===== src/rtl/ins_seq_ctrl.sv =====
// ins_seq_ctrl: multi-cycle instruction sequencer (fetch, decode, load, execute, store, write-back)
// Ports:
//   sys_clk, sys_rst           clock, synchronous active-high reset
//   run, halt                  start sequencing from IDLE / stop after the instruction in WB retires
//   mem_req/we/addr/wdata      registered memory request, held until mem_ack
//   mem_ack, mem_rdata         one-cycle completion strobe and read data
//   ls_addr, st_op/addr/data   load address and store request from the execute datapath
//   ins, pc, ld_val            instruction register, current pc, latched load data
//   exec_op, retire, instret   execute strobe, retire strobe, retired-instruction count
//   fault                      high while in FAULT, cleared only by sys_rst
// Define INS_SEQ_TIMEOUT_EN to fault when an ack fails to arrive within TIMEOUT_CYC wait cycles.
module ins_seq_ctrl #(
  parameter logic [31:0] RESET_PC    = 32'h0000_0000,
  parameter logic [3:0]  TIMEOUT_CYC = 4'd15
) (
  input  logic        sys_clk,
  input  logic        sys_rst,
  input  logic        run,
  input  logic        halt,
  output logic        mem_req,
  output logic        mem_we,
  output logic [31:0] mem_addr,
  output logic [31:0] mem_wdata,
  input  logic        mem_ack,
  input  logic [31:0] mem_rdata,
  input  logic [31:0] ls_addr,
  input  logic        st_op,
  input  logic [31:0] st_addr,
  input  logic [31:0] st_data,
  output logic [31:0] ins,
  output logic [31:0] pc,
  output logic [31:0] ld_val,
  output logic        exec_op,
  output logic        retire,
  output logic [31:0] instret,
  output logic        fault
);
  typedef enum logic [2:0] {IDLE, FETCH, DECODE, LOAD, EXEC, STORE, WB, FAULT} state_t;
  localparam logic [6:0] OP_LOAD  = 7'b0000011;
  localparam logic [6:0] OP_ALU   = 7'b0110011;
  localparam logic [6:0] OP_ALUI  = 7'b0010011;
  localparam logic [6:0] OP_STORE = 7'b0100011;
  state_t state, nxt;
  logic [6:0] op;
  logic [31:0] pc_nxt;
  logic req_nxt, tmo;
  assign op      = ins[6:0];
  assign exec_op = state == EXEC;
  assign retire  = state == WB;
  assign fault   = state == FAULT;
`ifdef INS_SEQ_TIMEOUT_EN
  logic [3:0] tcnt;
  always_ff @(posedge sys_clk) begin
    if (sys_rst) tcnt <= '0;
    else if (nxt != state) tcnt <= '0;
    else if (mem_req && !mem_ack) tcnt <= tcnt + 4'd1;
  end
  // this cycle is the last allowed wait cycle
  assign tmo = mem_req && !mem_ack && tcnt == TIMEOUT_CYC - 4'd1;
`else
  logic unused_timeout;
  assign unused_timeout = ^TIMEOUT_CYC;
  assign tmo = 1'b0;
`endif
  always_comb begin
    nxt = state;
    case (state)
      IDLE:    nxt = run ? FETCH : IDLE;
      FETCH:   nxt = mem_ack ? DECODE : tmo ? FAULT : FETCH;
      DECODE:  nxt = op == OP_LOAD ? LOAD :
                     (op == OP_ALU || op == OP_ALUI || op == OP_STORE) ? EXEC : FAULT;
      LOAD:    nxt = mem_ack ? EXEC : tmo ? FAULT : LOAD;
      EXEC:    nxt = op == OP_STORE ? STORE : WB;
      // a store without st_op never raised mem_req, so it falls straight through
      STORE:   nxt = (!mem_req || mem_ack) ? WB : tmo ? FAULT : STORE;
      WB:      nxt = halt ? IDLE : FETCH;
      default: nxt = FAULT;
    endcase
  end
  assign pc_nxt  = nxt == IDLE ? RESET_PC : state == WB ? pc + 32'd4 : pc;
  // request outputs are registered so they are captured once on entry and stay stable until ack
  assign req_nxt = nxt == state ? mem_req : (nxt == FETCH || nxt == LOAD || (nxt == STORE && st_op));
  always_ff @(posedge sys_clk) begin
    if (sys_rst) begin
      state     <= IDLE;
      pc        <= RESET_PC;
      ins       <= '0;
      ld_val    <= '0;
      instret   <= '0;
      mem_req   <= 1'b0;
      mem_we    <= 1'b0;
      mem_addr  <= '0;
      mem_wdata <= '0;
    end else begin
      state   <= nxt;
      pc      <= pc_nxt;
      mem_req <= req_nxt;
      if (state == FETCH && mem_ack) ins <= mem_rdata;
      if (state == LOAD && mem_ack) ld_val <= mem_rdata;
      if (state == WB) instret <= instret + 32'd1;
      if (nxt != state && nxt == FETCH) begin
        mem_we   <= 1'b0;
        mem_addr <= pc_nxt;
      end
      if (nxt != state && nxt == LOAD) begin
        mem_we   <= 1'b0;
        mem_addr <= ls_addr;
      end
      if (nxt != state && nxt == STORE && st_op) begin
        mem_we    <= 1'b1;
        mem_addr  <= st_addr;
        mem_wdata <= st_data;
      end
    end
  end
endmodule


===== config.mk =====
export PLATFORM = sky130hd
export DESIGN_NAME = ins_seq_ctrl
export DESIGN_NICKNAME = d
export VERILOG_FILES = /design/src/rtl/ins_seq_ctrl.sv
export SDC_FILE = /design/constraint.sdc
export NUM_CORES = 1
export LEC_CHECK = 0
export ABC_AREA = 0
export BUFFER_PORTS_ARGS = -buffer_cell sky130_fd_sc_hd__buf_2
export CAP_MARGIN = 5
export CORE_UTILIZATION = 49
export DETAILED_ROUTE_END_ITERATION = 10
export PLACE_DENSITY = 0.87
export SLEW_MARGIN = 20
export SYNTH_ARGS = -nofsm -noshare
export SYNTH_HDL_FRONTEND = slang
export SYNTH_SLANG_ARGS = --single-unit

===== constraint.sdc =====
create_clock -name sys_clk -period 3 [get_ports sys_clk]
set_input_delay 0.3 -clock sys_clk [delete_from_list [all_inputs] [get_ports sys_clk]]
set_output_delay 0.3 -clock sys_clk [all_outputs]
set_load 0.1 [all_outputs]

======== After elaboration in Yosys (flattened, before gate mapping) ========
Index checks and enable logic that the tools add are counted.
operators by class
  add/sub/neg operators ................... 2
  eq/ne operators ......................... 16
  muxes and demuxes ....................... 17
  reductions and logical operators ........ 16
operators by type and width
  operator               number
  $mux 32                5
  $add 32x1->32 const B  1
  $add 32x3->32 const B  1
  $pmux 3 s7             1
  $eq 3x3->1 const B     5
  $eq 7x6->1 const B     2
  $eq 3x2->1 const B     3
  $mux 2                 4
  $eq 7x2->1 const B     1
  $eq 7x5->1 const B     1
  $logic_and 1x1->1      7
  $eq 3x1->1 const B     2
  $logic_not 3->1        2
  $mux 3                 2
  $logic_or 1x1->1       5
  $mux 1                 5
  $eq 3x3->1             1
  $ne 3x3->1             1
  $reduce_bool 3->1      1
  $logic_not 1->1        1
word-level totals
  register bits ........................... 197
  bits of input ports ..................... 134
  output and inout port bits .............. 197

======== Depth between registers and ports, before layout ========
  depth after elaboration ................. 11
  mapped depth ............................ 9
  gate-level depth less buffers ........... 7

======== Worst setup path after synthesis ========
Ideal clock, no wire load.
  path kind ............................... reg-to-reg
  from .................................... register ins[1]
  to ...................................... register mem_addr[7]
  arrival time ............................ 2757 ps
  slack ................................... 126 ps
  stages on the path, launching flop included .. 8
  clock period less this slack ............ 2874 ps
  cell sequence ........................... dfxtp_1 -> nand3b_4 -> o41ai_2 -> nand2_1 -> o31ai_1 -> buf_2 -> o211ai_1 -> a22o_1
between the ends
  longest elaborated chain between the ends .. 11
  elaborated cells on any way between the ends .. 24
  those cells by class .................... eq/ne: 8; mux: 8; reduce/logical: 8
RTL lines
  element                                   line  RTL
  from (decl)                               30    output logic [31:0] ins,
  from (signal assigned)                    98    if (state == FETCH && mem_ack) ins <= mem_rdata;
  $eq 7x6->1 or $eq 7x5->1 (tied branches)  71    (op == OP_ALU || op == OP_ALUI || op == OP_STORE) ? EXEC : FAULT;
  $logic_or 1x1->1 (2 in a row)             71
  $mux 2                                    71
  $mux 3                                    70    DECODE: nxt = op == OP_LOAD ? LOAD :
  $pmux 3 s7 (*)                            67    case (state)
  $logic_not 3->1                           80    assign pc_nxt = nxt == IDLE ? RESET_PC : state == WB ? pc + 32'd4 : pc;
  $mux 32                                   80
  $mux 32                                   101   if (nxt != state && nxt == FETCH) begin
  $mux 32                                   105   if (nxt != state && nxt == LOAD) begin
  $mux 32                                   109   if (nxt != state && nxt == STORE && st_op) begin
  to (signal assigned)                      103   mem_addr <= pc_nxt;
  to (signal assigned)                      107   mem_addr <= ls_addr;
  to (signal assigned)                      111   mem_addr <= st_addr;
  to (decl)                                 22    output logic [31:0] mem_addr,
Mark *: on every way between the ends. The rest lies on a longest branch, timed or not. The select of a mux whose other input is x is not followed.
A chain may end at the register's enable or synchronous reset.

======== Worst setup path in the final report ========
  from .................................... register ins[2]
  to ...................................... register pc[8]
between the ends
  longest elaborated chain between the ends .. 8
  elaborated cells on any way between the ends .. 12
  those cells by class .................... eq/ne: 4; mux: 5; reduce/logical: 3
RTL lines
  element                                   line  RTL
  $eq 7x6->1 or $eq 7x5->1 (tied branches)  71
  $logic_or 1x1->1 (2 in a row)             71
  $mux 2                                    71
  $mux 3                                    70
  $pmux 3 s7 (*)                            67
  $logic_not 3->1 (*)                       80
  $mux 32 (*)                               80
  to (signal assigned)                      96    pc <= pc_nxt;
  to (decl)                                 31    output logic [31:0] pc,
Mark *: on every way between the ends. The rest lies on a longest branch, timed or not.

==> results.py <==
metrics = {
    "logic_synthesis": {
        "synth_area_leaders": "dfxtp_1 (47%), nand2_1 (11%), a21oi_1 (7.5%)",
        "synth-seq-cells": 197,
        "syn_inst": 1016,
        "synth_top_area_cell": "dfxtp_1",
        "synth_edf_count": 0,
        "async_flop_share_pct": 0,
        "yosysTopAreaCellShare_pct": 46.83,
        "syn_nets": 1152,
        "avgSynthCellArea_um2": 8.289,
        "synth_warnings": 0,
        "seq_area_frac_synth_pct": 46.83,
        "synth_area_mm2": 0.008422,
        "ys_types": 71,
        "ys.flop_type": "dfxtp_1",
    },
    "power_and_ir_drop": {
        "p_int_mw": 5.249,
        "p_sw_mw": 4.811,
        "p_clk_share_pct": 23.0,
        "pwr-share-seq_pct": 30.6,
        "sw_frac_of_total_pct": 47.82,
        "p_per_area_mw_per_mm2": 937.5,
        "leakage_nw": 4.745,
        "p_total_mw": 10.06,
        "ir_drop_v": 0.0005946,
        "p_comb_share_pct": 46.3,
    },
    "worst_setup_path": {
        "arrival_ns": 3.03,
        "worst_ep_required_time_ns": 3.29,
        "path_cells": "nand3b_4, o41ai_2, nand2_1, nor4_2, or2_2, nor2_1",
        "cpMaxStageDelayCell": "o41ai_2",
        "reg2reg_depth": 6,
        "crit_type": "register to register",
        "cp-end-kind": "register",
        "slowest_delay_ns": 0.61,
        "start_kind": "register",
        "worstPathMaxFanout": 32,
    },
    "die": {
        "start_util_pct": 50.43,
        "fp.dieH_um": 133.1,
        "row_count": 47,
        "ios": 331,
        "core_region_area_mm2": 0.01670,
        "die_area_mm2": 0.01772,
        "die_w_um": 133.1,
    },
    "global_routing": {
        "antenna_found_initial": 2,
        "grt_max_degree": 99,
        "grt_pass1_wl_mm": 40.52,
        "met1_usage_pct": 35.62,
        "grt_use_total_pct": 28.68,
        "grt_pass1_vias": 8025,
        "grt-ovfl-total": 0,
        "globalRoute.busiestLayer": "met2",
        "grt_use_met3_pct": 6.963,
        "grt_use_met2_pct": 46.89,
    },
    "finish": {
        "fill_cells": 1465,
        "multi_input_area_mm2": 0.004105,
        "drive_gt1_share_pct": 31.00,
        "regArea_mm2": 0.003944,
        "fin_nets": 1449,
        "final_util_pct": 64.25,
        "fin_cells": 1547,
        "synthToLayoutAreaGrowth_pct": 27.41,
    },
    "sta": {
        "drv_slew": 0,
        "fin_setup_tns_ns": 0,
        "setup_viol": 0,
        "maxSlewHeadroom_pct": 49.59,
        "min_period_ns": 2.739,
        "fmax_mhz": 365.1,
        "worst_hold_slack_ns": 0.07597,
        "rsz0062_at_grt": "no",
        "finalHoldViolations": 0,
        "period_share_pct": 91.29,
        "finalClockSkew_ns": 0.01228,
        "tightest_slew_ns": 0.7562,
    },
    "clock_tree": {
        "htreeDepth": 4,
        "cts_setup_buffers": 0,
        "cts.sinks": 197,
        "cts_tree": "yes",
        "clk_pin_slew_ns": 0.08,
        "ctsResizeCount": 0,
        "clk-insertion-delay-late_ns": 0.43,
        "cts_buffers": 17,
        "clockRootBuffer": "clkbuf_16",
        "cts_hold_buffers": 0,
        "clock_path_buffers": 2,
    },
    "placement": {
        "dp.cells": 1514,
        "place_congestion": 0.9034,
        "dp_hpwl_mm": 18.31,
        "portBuffers": 330,
    },
    "route": {
        "firstDrtPassIters": 7,
        "antenna_left": 0,
        "drt-total-wl_mm": 25.78,
        "vias": 8552,
        "drc_errors": 0,
        "dr.first_iter.drc_count": 718,
        "wl_per_cell_um": 16.66,
        "vias_per_cell": 5.528,
    },
    "status": {
        "status": "complete, no violations",
    },
    "worst_hold_path": {
        "hold_class": "primary input to register",
        "whs_path_depth": 2,
    },
    "flow_run": {
        "cap_violations": 0,
    },
}
-- sequential cells by signal (all words and copies together), names as in the netlist --
signal,flops
ins,32
instret,32
ld_val,32
mem_addr,32
mem_req,1
mem_wdata,32
mem_we,1
pc,32
state,3
-- worst max-delay path, delay by kind of cell (launching register included) --
| kind | cells | cell delay [ns] |
|---|---|---|
| flops | 1 | 0.33 |
| compound gates | 1 | 0.61 |
| simple gates | 5 | 1.64 |
-- logic make-up after synthesis --
logic type / Yosys count / synth area share (%)
XOR/XNOR: 55 / 5.720
adder cells (fa/ha/maj): 2 / 0.2971
flip-flops: 197 / 46.83
AND/OR/NAND/NOR: 478 / 26.28
AO/OA/AOI/OAI: 207 / 16.09
buffers and inverters: 76 / 4.665
multiplexers: 1 / 0.1189
-- synth_stat cells, drive strengths merged (4+ instances only) --
cell,count
a21oi,128
a221oi,5
and2,4
and3,8
and4,12
buf,19
clkbuf,46
dfxtp,197
inv,11
nand2,250
nand2b,5
nand3,19
nand4,15
nor2,103
nor3,17
nor4,23
o211a,20
o211ai,4
o21a,4
o21ai,14
o2bb2ai,4
o32ai,4
or2,4
or3,5
xnor2,32
xor2,23
-- power groups by stage --
stage	clock network (mW)	logic (mW)	registers, mW
CTS	2.34	4.63	3.08
global placement	0	4.52	3.12
detailed placement	0	4.60	3.13
global route	2.46	4.91	3.11
floorplan	0	2.27	4.71
finish	2.32	4.66	3.08
-- area by class of cell --
| class | count | share of cell area [%] |
|---|---|---|
| multi-input combinational | 743 | 38.26 |
| sequential | 197 | 36.75 |
| timing repair buffer | 343 | 16.44 |
| clock buffer | 18 | 4.093 |
| tap | 220 | 2.565 |
| clock inverter | 14 | 1.481 |
| inverter | 11 | 0.3848 |
| antenna | 1 | 0.02332 |
-- path summary, 6_finish.rpt --
check,start,end,slack (ns)
min,st_addr[4],mem_addr[4],0.08
min reg2reg,mem_wdata[11],mem_wdata[11],0.45
max reg2reg,ins[2],pc[8],0.26
max,ins[2],pc[8],0.26
-- per-stage QoR --
stage          worst slack, ns  area (µm²)
6_report                0.2613       10730
5_1_grt                0.09539       10730
4_1_cts                 0.3034       10730
3_5_place_dp            0.3522       10130
3_3_place_gp            0.5074       10130
2_1_floorplan           0.1263        8422
-- layer usage --
layer / share of wire [%] / up-vias / wire length, µm
met4: 3.8 / 2 / 969
met2: 47 / 450 / 12080
met3: 8.9 / 74 / 2300
li1: - / 4057 / -
met1: 40 / 3969 / 10410
met5: 0.050 / - / 13
-- placed cells by master (no fill, tap or decap), types with 3 or more instances in the layout --
cell / n
nand2_1: 249
inv_8: 3
or3_1: 5
nor4_1: 19
or2_2: 4
a21oi_1: 126
o21a_1: 3
o21ai_0: 11
and4_1: 12
nand2b_1: 5
buf_4: 13
o211ai_1: 4
and3_1: 8
dfxtp_1: 197
inv_1: 11
o21bai_1: 3
nand4_1: 14
a22o_1: 3
xnor2_1: 32
clkbuf_16: 17
o2bb2ai_1: 4
o32ai_1: 3
a221oi_1: 5
inv_6: 5
nand3_1: 19
xor2_1: 23
nor3_1: 17
buf_2: 329
nor2_1: 100
o211a_1: 20
No activity file was read; power rests on OpenSTA's default activity.
